**config.mk**
```make
export PLATFORM = sky130hd
export DESIGN_NAME = hdmi_config_seq
export DESIGN_NICKNAME = d
export VERILOG_FILES = /design/src/rtl/hdmi_config_seq.sv
export SDC_FILE = /design/constraint.sdc
export NUM_CORES = 1
export LEC_CHECK = 0
export CAP_MARGIN = 20
export CORE_UTILIZATION = 25
export CTS_CLUSTER_SIZE = 25
export DETAILED_ROUTE_END_ITERATION = 12
export PLACE_DENSITY_LB_ADDON = 0.15
export SLEW_MARGIN = 0
export SYNTH_ARGS = -nofsm -noshare
export SYNTH_HDL_FRONTEND = slang
export SYNTH_SLANG_ARGS = --single-unit
```
**constraint.sdc**
```tcl
create_clock -name clk -period 1.95 [get_ports clk]
set_input_delay 0.2925 -clock clk [delete_from_list [all_inputs] [get_ports clk]]
set_output_delay 0.2925 -clock clk [all_outputs]
set_load 0.005 [all_outputs]
```
**src/rtl/hdmi_config_seq.sv**
```systemverilog
// HDMI transmitter register-table sequencer: after a settle delay, walks a
// table of register writes through an I2C byte-writer with per-entry retry.
module hdmi_config_seq #(
  parameter int unsigned NUM_ENTRIES   = 16,
  parameter int unsigned MAX_RETRY     = 3,
  parameter logic [7:0]  DEV_ADDR      = 8'h72,
  parameter int unsigned SETTLE_CYCLES = 1024
) (
  input  logic       clk,
  input  logic       rst,
  input  logic       start,
  input  logic       hpd,
  output logic [7:0] tbl_idx,
  input  logic [7:0] tbl_reg,
  input  logic [7:0] tbl_data,
  output logic       cmd_valid,
  input  logic       cmd_ready,
  output logic [7:0] cmd_addr,
  output logic [7:0] cmd_reg,
  output logic [7:0] cmd_data,
  input  logic       wr_done,
  input  logic       wr_nack,
  output logic       busy,
  output logic       config_done,
  output logic       error,
  output logic [7:0] err_idx
);

  localparam int unsigned CW = (SETTLE_CYCLES > 1) ? $clog2(SETTLE_CYCLES) : 1;

  typedef enum logic [2:0] {
    ST_IDLE, ST_SETTLE, ST_ISSUE, ST_WAIT, ST_DONE, ST_FAIL
  } state_t;

  state_t         state_q, state_d;
  logic [7:0]     idx_q, idx_d;
  logic [3:0]     retry_q, retry_d;
  logic [CW-1:0]  cnt_q, cnt_d;
  logic           abort_q, abort_d;
  logic           cap_q, cap_d;
  logic [7:0]     creg_q, creg_d;
  logic [7:0]     cdata_q, cdata_d;
  logic [7:0]     err_idx_q, err_idx_d;

  logic           hpd_s1_q, hpd_s2_q, hpd_prev_q;
  logic [1:0]     warm_q;
  logic           hpd_rise, hpd_fall, trigger;

  // Edges are only honoured once the synchronizer and history flop hold real
  // pin samples, so a pin already high at reset release is not a rise.
  assign hpd_rise = (warm_q == 2'd3) &&  hpd_s2_q && !hpd_prev_q;
  assign hpd_fall = (warm_q == 2'd3) && !hpd_s2_q &&  hpd_prev_q;
  assign trigger  = start || hpd_rise;

  always_ff @(posedge clk or posedge rst) begin
    if (rst) begin
      state_q    <= ST_IDLE;
      idx_q      <= '0;
      retry_q    <= '0;
      cnt_q      <= '0;
      abort_q    <= 1'b0;
      cap_q      <= 1'b0;
      creg_q     <= '0;
      cdata_q    <= '0;
      err_idx_q  <= '0;
      hpd_s1_q   <= 1'b0;
      hpd_s2_q   <= 1'b0;
      hpd_prev_q <= 1'b0;
      warm_q     <= '0;
    end else begin
      state_q    <= state_d;
      idx_q      <= idx_d;
      retry_q    <= retry_d;
      cnt_q      <= cnt_d;
      abort_q    <= abort_d;
      cap_q      <= cap_d;
      creg_q     <= creg_d;
      cdata_q    <= cdata_d;
      err_idx_q  <= err_idx_d;
      hpd_s1_q   <= hpd;
      hpd_s2_q   <= hpd_s1_q;
      hpd_prev_q <= hpd_s2_q;
      if (warm_q != 2'd3) warm_q <= warm_q + 2'd1;
    end
  end

  always_comb begin
    state_d   = state_q;
    idx_d     = idx_q;
    retry_d   = retry_q;
    cnt_d     = cnt_q;
    abort_d   = abort_q;
    cap_d     = cap_q;
    creg_d    = creg_q;
    cdata_d   = cdata_q;
    err_idx_d = err_idx_q;
    cmd_valid = 1'b0;
    cmd_reg   = creg_q;
    cmd_data  = cdata_q;

    case (state_q)
      ST_IDLE, ST_DONE, ST_FAIL: begin
        if (trigger) begin
          state_d = ST_SETTLE;
          idx_d   = '0;
          retry_d = '0;
          cnt_d   = CW'(SETTLE_CYCLES - 1);
          abort_d = 1'b0;
        end else if (state_q == ST_DONE && hpd_fall) begin
          state_d = ST_IDLE;
        end
      end

      ST_SETTLE: begin
        if (hpd_fall) begin
          state_d = ST_IDLE;
        end else if (cnt_q == '0) begin
          state_d = ST_ISSUE;
          cap_d   = 1'b0;
        end else begin
          cnt_d = cnt_q - CW'(1);
        end
      end

      ST_ISSUE: begin
        cmd_valid = 1'b1;
        // First ISSUE cycle forwards the live table entry and captures it;
        // later cycles replay the capture so the payload cannot move.
        if (!cap_q) begin
          cmd_reg  = tbl_reg;
          cmd_data = tbl_data;
          creg_d   = tbl_reg;
          cdata_d  = tbl_data;
          cap_d    = 1'b1;
        end
        if (hpd_fall) begin
          state_d = ST_IDLE;
        end else if (cmd_ready) begin
          state_d = ST_WAIT;
          abort_d = 1'b0;
        end
      end

      ST_WAIT: begin
        if (hpd_fall) abort_d = 1'b1;
        if (wr_done) begin
          if (abort_q || hpd_fall) begin
            state_d = ST_IDLE;
          end else if (!wr_nack) begin
            if (idx_q == 8'(NUM_ENTRIES - 1)) begin
              state_d = ST_DONE;
            end else begin
              idx_d   = idx_q + 8'd1;
              retry_d = '0;
              cap_d   = 1'b0;
              state_d = ST_ISSUE;
            end
          end else if (retry_q < 4'(MAX_RETRY)) begin
            retry_d = retry_q + 4'd1;
            cap_d   = 1'b0;
            state_d = ST_ISSUE;
          end else begin
            err_idx_d = idx_q;
            state_d   = ST_FAIL;
          end
        end
      end

      default: state_d = ST_IDLE;
    endcase
  end

  assign tbl_idx     = idx_q;
  assign cmd_addr    = DEV_ADDR;
  assign busy        = (state_q == ST_SETTLE) || (state_q == ST_ISSUE) || (state_q == ST_WAIT);
  assign config_done = (state_q == ST_DONE);
  assign error       = (state_q == ST_FAIL);
  assign err_idx     = err_idx_q;

endmodule

```
==> results of run 1 <==
-- metal layers --
| metal | part of all wire (%) | vias up | track usage [%] |
|---|---|---|---|
| li1 | - | 1139 | - |
| met1 | 46 | 1162 | 16.92 |
| met2 | 46 | 76 | 20.19 |
| met3 | 7.0 | 7 | 4.521 |
| met4 | 0.98 | 0 | 2.740 |
| met5 | 0 | - | 0 |
-- what timing repair did --
| item | 4_1_cts | 5_1_grt |
|---|---|---|
| setup endpoints to repair | 35 | 48 |
| resized for setup | 113 | 46 |
| hold buffers | 0 | 0 |
| setup buffers | 9 | 6 |
| pin swaps | 6 | 13 |
| cloned | 2 | 0 |
-- flip-flops by register name, indices dropped and copies added, names as in the netlist --
register,count
err_idx,8
hpd_prev_q,1
cnt_q,10
hpd_s2_q,1
tbl_idx,8
abort_q,1
warm_q,2
state_q,3
cap_q,1
cdata_q,8
creg_q,8
hpd_s1_q,1
retry_q,4
-- kinds of logic (layout without fill, tap and decap cells) --
group                    count (synthesis)  after routing
AO/OA/AOI/OAI                           50             50
XOR/XNOR                                 1              1
adder cells (fa/ha/maj)                  4              4
buffers and inverters                   28            135
flip-flops                              56             56
multiplexers                            31             31
other                                    2              8
AND/OR/NAND/NOR                         74             75
-- stage by stage --
step                      hold WS, ns  cells  util, %  total power [uW]
final                          0.3027    500    40.43              2493
after global routing           0.3244    500    40.43              2644
after CTS                      0.3044    495    38.41              2494
after detailed placement       0.3362    477    35.33              1809
after global placement         0.3338    477    35.33              1809
after floorplan                0.3239    252        -              1571
-- final cells by class --
cell class	count	area (sq um)
Clock buffer	6	72.57
Fill cell	1060	6486
Multi-Input combinational cell	169	1560
Timing Repair Buffer	118	1150
Tap cell	140	175.2
Sequential cell	56	1401
Inverter	10	37.54
Clock inverter	1	5.005
-- worst paths after layout --
| check | endpoint | cells after the start | start |
|---|---|---|---|
| worst max-delay path | cnt_q[1] | 6 | cnt_q[0] |
| worst min-delay path | creg_q[3] | 2 | rst |
| worst max register to register | cnt_q[1] | 6 | cnt_q[0] |
| worst min register to register | hpd_s2_q | 0 | hpd_s1_q |
| max in group asynchronous | err_idx[5] | 3 | rst |
| min in group clk | hpd_s2_q | 0 | hpd_s1_q |
-- synth_stat cells (3+ instances only) --
library cell,number
sky130_fd_sc_hd__a21oi_1,10
sky130_fd_sc_hd__a31oi_1,6
sky130_fd_sc_hd__and3_1,4
sky130_fd_sc_hd__buf_2,3
sky130_fd_sc_hd__buf_4,8
sky130_fd_sc_hd__clkbuf_1,3
sky130_fd_sc_hd__dfrtp_1,56
sky130_fd_sc_hd__ha_1,4
sky130_fd_sc_hd__inv_1,10
sky130_fd_sc_hd__mux2_2,29
sky130_fd_sc_hd__nand2_1,6
sky130_fd_sc_hd__nand3_1,7
sky130_fd_sc_hd__nor2_1,13
sky130_fd_sc_hd__nor3b_1,3
sky130_fd_sc_hd__o21ai_0,6
sky130_fd_sc_hd__o31ai_1,8
sky130_fd_sc_hd__o41ai_1,3
sky130_fd_sc_hd__or3_1,3
sky130_fd_sc_hd__or4_1,11
-- critical path, delay by kind of cell (launching register included) --
family,cells,cell delay (ns)
AOI/OAI and AO/OA,2,0.36
adders and majority gates,1,0.16
buffers and inverters,1,0.07
DFF,1,0.42
and+or+nand+nor,2,0.91
-- where the power goes --
group	internal, uW	leakage (uW)	total, uW	switching, uW
Sequential	1190	0.000709	1230	31.9
Clock	246	0.0000410	623	377
Combinational	298	0.00120	644	346
==> flow_metrics.py, run 1 <==
metrics = {
    "critical_path": {
        "crit_type": "flip-flop to flip-flop",
        "worst-endpoint-required_ns": 2.14,
        "worst_ep_arrival_time_ns": 2.23,
        "worst_setup_path_end_kind": "flip-flop",
        "timing.critical_path.slowest_cell_delay_ns": 0.51,
        "startpoint_type": "flip-flop",
        "worstPathMaxFanout": 5,
        "reg2reg_slack_ns": -0.09,
        "crit_path_cell_trace": "inv_1 -> ha_2 -> or3b_4 -> or4_4 -> a221oi_2 -> a31oi_1",
        "crit_path_top_delay_cell": "sky130_fd_sc_hd__or4_4",
    },
    "timing": {
        "hold_viol": 0,
        "final_min_period_over_clock_period_pct": 104.5,
        "timing.setup.tns_ns": -1.348,
        "post-route-worst-setup-slack_ns": -0.08717,
        "max_freq_ghz": 0.4909,
        "rsz0062_at_grt": "true",
        "min_period_ns": 2.037,
        "report.final.setup_viol": 24,
        "maxSlewViolCount": 0,
        "timing.clock.skew_ns": 0.005150,
    },
    "synthesis": {
        "synth-adder-area-share_pct": 1.784,
        "synth-warning-count": 0,
        "muxShareOfSynthArea_pct": 12.36,
        "synth.top_cells.by_area": "sky130_fd_sc_hd__dfrtp_1 50%, sky130_fd_sc_hd__mux2_2 12%, sky130_fd_sc_hd__or4_1 2.9%",
        "yosys.area.top_type_share_pct": 49.96,
        "mean_post_synth_cell_area_sq_um": 11.40,
        "synthDominantAreaCellType": "sky130_fd_sc_hd__dfrtp_1",
        "post_synth_and_or_nand_nor_area_fraction_pct": 17.22,
        "synth_enable_flop_cells": 0,
        "synthFlopType": "sky130_fd_sc_hd__dfrtp_1",
        "cell_count_after_synthesis": 246,
        "ys_seq_elements": 56,
        "synth_compound_gate_area_share_pct": 12.31,
        "yosys.cell_types.count": 57,
        "largest_family_of_logic_cells_by_synthesized_area": "simple AND/OR/NAND/NOR gates",
        "area_of_the_mapped_netlist_sq_um": 2805,
        "synth_seq_area_share_pct": 49.96,
        "ys_async_sr_fraction_pct": 100.0,
        "post_synth_xor_area_fraction_pct": 0.3122,
    },
    "routing": {
        "detail_route.drc_violations": 0,
        "drt_wl_total_um": 7035,
        "drtAntennaViolNets": 0,
        "avgRoutedWirePerCell_um": 14.07,
        "post_drt_via_cell_ratio": 4.768,
        "drt_pre_antenna_iters": 4,
        "first_drt_iteration_drcs": 82,
        "vias": 2384,
    },
    "run": {
        "maxCapViolCount": 0,
    },
    "clock_tree": {
        "clock_sink_count": 56,
        "cts_made_buffers": 5,
        "cts_tree": "built",
        "clk_pin_slew_ns": 0.10,
        "cts-root-buf": "sky130_fd_sc_hd__clkbuf_8",
        "worstSkewPairLatency_ns": 0.31,
        "buffer_depth_of_the_longest_clock_path": 2,
        "htree_num_levels": 2,
    },
    "layout": {
        "area.growth.synth_to_final_pct": 56.91,
        "antenna_diodes": 0,
        "layout.cells.most_common_list": "56 x sky130_fd_sc_hd__dfrtp_1, 48 x sky130_fd_sc_hd__buf_4, 38 x sky130_fd_sc_hd__clkdlybuf4s50_1, 22 x sky130_fd_sc_hd__buf_6, 18 x sky130_fd_sc_hd__mux2_4",
        "drive_gt1_share_pct": 45.00,
        "final_area_sq_um": 4402,
        "layout.nets": 387,
        "mostFrequentLayoutCell": "sky130_fd_sc_hd__dfrtp_1",
    },
    "outcome": {
        "violations": "negative setup slack",
        "status": "finished, violations left",
    },
    "global_routing": {
        "first_global_vias": 2403,
        "grt_antenna_before_repair": 0,
        "overflow": 0,
        "grt_max_degree": 23,
        "grt.total_usage_pct": 12.83,
        "wire_length_of_the_first_global_routing_pass_um": 11750,
    },
    "pwr": {
        "power_leakage_uw": 0.001947,
        "power_density_nw_per_um2": 566.4,
        "irDropWorstVdd_mv": 0.2546,
    },
    "die": {
        "floorplan.die_area_sq_um": 11650,
        "floorplan.die.width_um": 107.9,
        "chipHeight_um": 107.9,
        "core-area_sq_um": 10890,
        "placement_rows": 38,
        "floorplan.initialDensity_pct": 25.76,
        "pin_count": 67,
    },
    "placement": {
        "port-buffer-count": 58,
        "gp_routability_congestion": 0.7846,
        "dp_hpwl_um": 4945,
        "dp_worst_setup_slack_ns": -0.09042,
        "dpl_cell_area_sq_um": 3846,
    },
    "worst_hold_path": {
        "holdCritPathClass": "input port to asynchronous set/reset pin",
    },
}
Note: power is estimated with default switching activity, not from simulation.
==> inputs of run 2 (changes only) <==
Settings changed: TNS_END_PERCENT from default to 20.
==> run 2 against run 1 <==
Effect of this change:
- the flow still finishes with violations (negative setup slack)
- register-to-register slack about the same
- first-iteration DRC count increased by 44%
- total power shrank 0.88%
- fmax is 0.18% lower
- global-route usage fell by 0.14 points
- critical path depth unchanged
- core utilization decreased by 1.5 points
- die area did not move
- combinational power shrank 4.0%
- sequential power hardly changed
==> flow_metrics.py, run 2 (same netlist as run 1, synthesis figures left out) <==
metrics = {
    "run": {
        "maxCapViolCount": 0,
    },
    "layout": {
        "mostFrequentLayoutCell": "sky130_fd_sc_hd__dfrtp_1",
        "layout.nets": 382,
        "layout.cells.most_common_list": "56 x sky130_fd_sc_hd__dfrtp_1, 44 x sky130_fd_sc_hd__buf_4, 40 x sky130_fd_sc_hd__clkdlybuf4s50_1, 20 x sky130_fd_sc_hd__buf_6, 16 x sky130_fd_sc_hd__mux2_4",
        "max_flop_register": "cnt_q",
        "final_area_sq_um": 4240,
        "antenna_diodes": 0,
        "largest_register_ffs": 10,
        "area.growth.synth_to_final_pct": 51.16,
        "drive_gt1_share_pct": 39.15,
        "n_fill_cell": 1079,
    },
    "timing": {
        "max_slew_margin_pct": 63.01,
        "post-route-worst-setup-slack_ns": -0.09094,
        "hold_viol": 0,
        "max_freq_ghz": 0.4900,
        "timing.clock.skew_ns": 0.004338,
        "max_slew.worst_pin.slew_ns": 0.5472,
        "rsz0062_at_grt": "true",
        "maxSlewViolCount": 0,
        "final_min_period_over_clock_period_pct": 104.7,
        "report.final.setup_viol": 21,
        "min_period_ns": 2.041,
        "hold-worst-slack_ns": 0.3044,
    },
    "global_routing": {
        "gr-usage-met1_pct": 16.58,
        "grt.total_usage_pct": 12.68,
        "overflow": 0,
        "grt_antenna_before_repair": 0,
        "grt_most_used_layer": "met2",
        "grtUsageMet2_pct": 20.05,
        "first_global_vias": 2401,
        "grt_max_degree": 23,
        "wire_length_of_the_first_global_routing_pass_um": 11610,
        "grtUsageMet3_pct": 4.581,
    },
    "pwr": {
        "share_comb_of_total_power_pct": 25.0,
        "power_leakage_uw": 0.001871,
        "irDropWorstVdd_mv": 0.2555,
        "power.net_switching_uw": 740.2,
        "power.sequential.fraction_pct": 49.7,
        "clkPwrFrac_pct": 25.3,
        "power_density_nw_per_um2": 582.8,
        "switching_share_pct": 29.96,
        "power.internal_uw": 1731,
    },
    "clock_tree": {
        "buffer_depth_of_the_longest_clock_path": 2,
        "htree_num_levels": 2,
        "holdBufCountCts": 0,
        "clock_sink_count": 56,
        "clk_pin_slew_ns": 0.10,
        "cts-root-buf": "sky130_fd_sc_hd__clkbuf_8",
        "worstSkewPairLatency_ns": 0.31,
        "cts_made_buffers": 5,
        "cts_tree": "built",
    },
    "critical_path": {
        "worstPathMaxFanout": 5,
        "worst-endpoint-required_ns": 1.66,
        "worst_setup_path_end_kind": "primary output",
        "startpoint_type": "flip-flop",
        "crit_type": "flip-flop to primary output",
        "reg2reg_slack_ns": -0.08,
        "worst_ep_arrival_time_ns": 1.75,
    },
    "routing": {
        "first_drt_iteration_drcs": 118,
        "vias": 2329,
        "drtAntennaViolNets": 0,
        "detail_route.drc_violations": 0,
        "drt_wl_total_um": 6841,
        "post_drt_via_cell_ratio": 4.705,
        "avgRoutedWirePerCell_um": 13.82,
        "drt_pre_antenna_iters": 4,
    },
    "die": {
        "chipHeight_um": 107.9,
        "placement_rows": 38,
        "floorplan.die_area_sq_um": 11650,
        "floorplan.initialDensity_pct": 25.76,
        "pin_count": 67,
        "core-area_sq_um": 10890,
        "floorplan.die.width_um": 107.9,
    },
    "placement": {
        "dp_hpwl_um": 4945,
        "port-buffer-count": 58,
        "gp_routability_congestion": 0.7846,
        "dpl_cell_area_sq_um": 3846,
    },
    "outcome": {
        "status": "finished, violations left",
        "violations": "negative setup slack",
    },
    "worst_hold_path": {
        "holdCritPathClass": "input port to asynchronous set/reset pin",
    },
}
-- run 2: cell types whose count changed in the layout (fill, tap and decap cells not counted), sizes merged --
cell,before,now
buf,76,71
clkdlybuf4s50,38,40
dlymetal6s2s,3,1
-- run 2: path summary, 6_finish.rpt --
| kind | start | endpoint | depth (start not counted) |
|---|---|---|---|
| hold / removal | rst | creg_q[3] | 2 |
| hold reg to reg | hpd_s1_q | hpd_s2_q | 0 |
| setup / recovery | state_q[0] | cmd_reg[6] | 6 |
| setup reg to reg | cnt_q[0] | cnt_q[1] | 6 |
| max in group asynchronous | rst | err_idx[5] | 3 |
| min in group clk | hpd_s1_q | hpd_s2_q | 0 |
-- run 2: what timing repair did --
action | CTS | global route
cloned | 1 | 1
setup buffers | 7 | 2
pin swaps | 4 | 10
endpoints found under the setup margin | 35 | 49
resized for setup | 108 | 20
hold endpoints to repair | 0 | 0
-- run 2: power by group through the flow --
stage	registers (uW)	logic [uW]	clock network, uW
after floorplan	1240	331	0
after global placement	1250	562	0
after detailed placement	1250	562	0
after CTS	1230	582	672
final	1230	618	625
after global routing	1230	686	701
-- run 2: layout make-up --
cell class | count | area [sq um] | share of cell area, %
Clock buffer | 6 | 72.57 | 1.711
Clock inverter | 1 | 5.005 | 0.1180
Inverter | 10 | 37.54 | 0.8852
Multi-Input combinational cell | 169 | 1429 | 33.70
Sequential cell | 56 | 1401 | 33.05
Tap cell | 140 | 175.2 | 4.131
Timing Repair Buffer | 113 | 1120 | 26.41
-- run 2: critical path: stages (launching register included) --
cell	delay, ns
sky130_fd_sc_hd__dfrtp_1	0.40
sky130_fd_sc_hd__nor3b_2	0.20
sky130_fd_sc_hd__and2_4	0.19
sky130_fd_sc_hd__buf_12	0.12
sky130_fd_sc_hd__buf_12	0.11
sky130_fd_sc_hd__mux2_4	0.30
sky130_fd_sc_hd__buf_6	0.12
-- run 2: routing by layer --
layer / up-vias / wire [um] / share of wire (%)
met3: 5 / 464 / 6.8
met5: - / 0 / 0
met2: 64 / 3141 / 46
met1: 1130 / 3186 / 47
met4: 0 / 48 / 0.70
li1: 1130 / - / -
-- run 2: stage by stage --
step	util, %	setup TNS, ns	total power (uW)	worst slack [ns]	std cells
after floorplan	-	-0.1611	1571	-0.05903	252
after global placement	35.33	-1.521	1809	-0.08145	477
after detailed placement	35.33	-1.534	1809	-0.09042	477
after CTS	37.99	-2.230	2479	-0.1261	492
after global routing	38.95	-3.954	2620	-0.1664	495
final	38.95	-1.635	2471	-0.09094	495
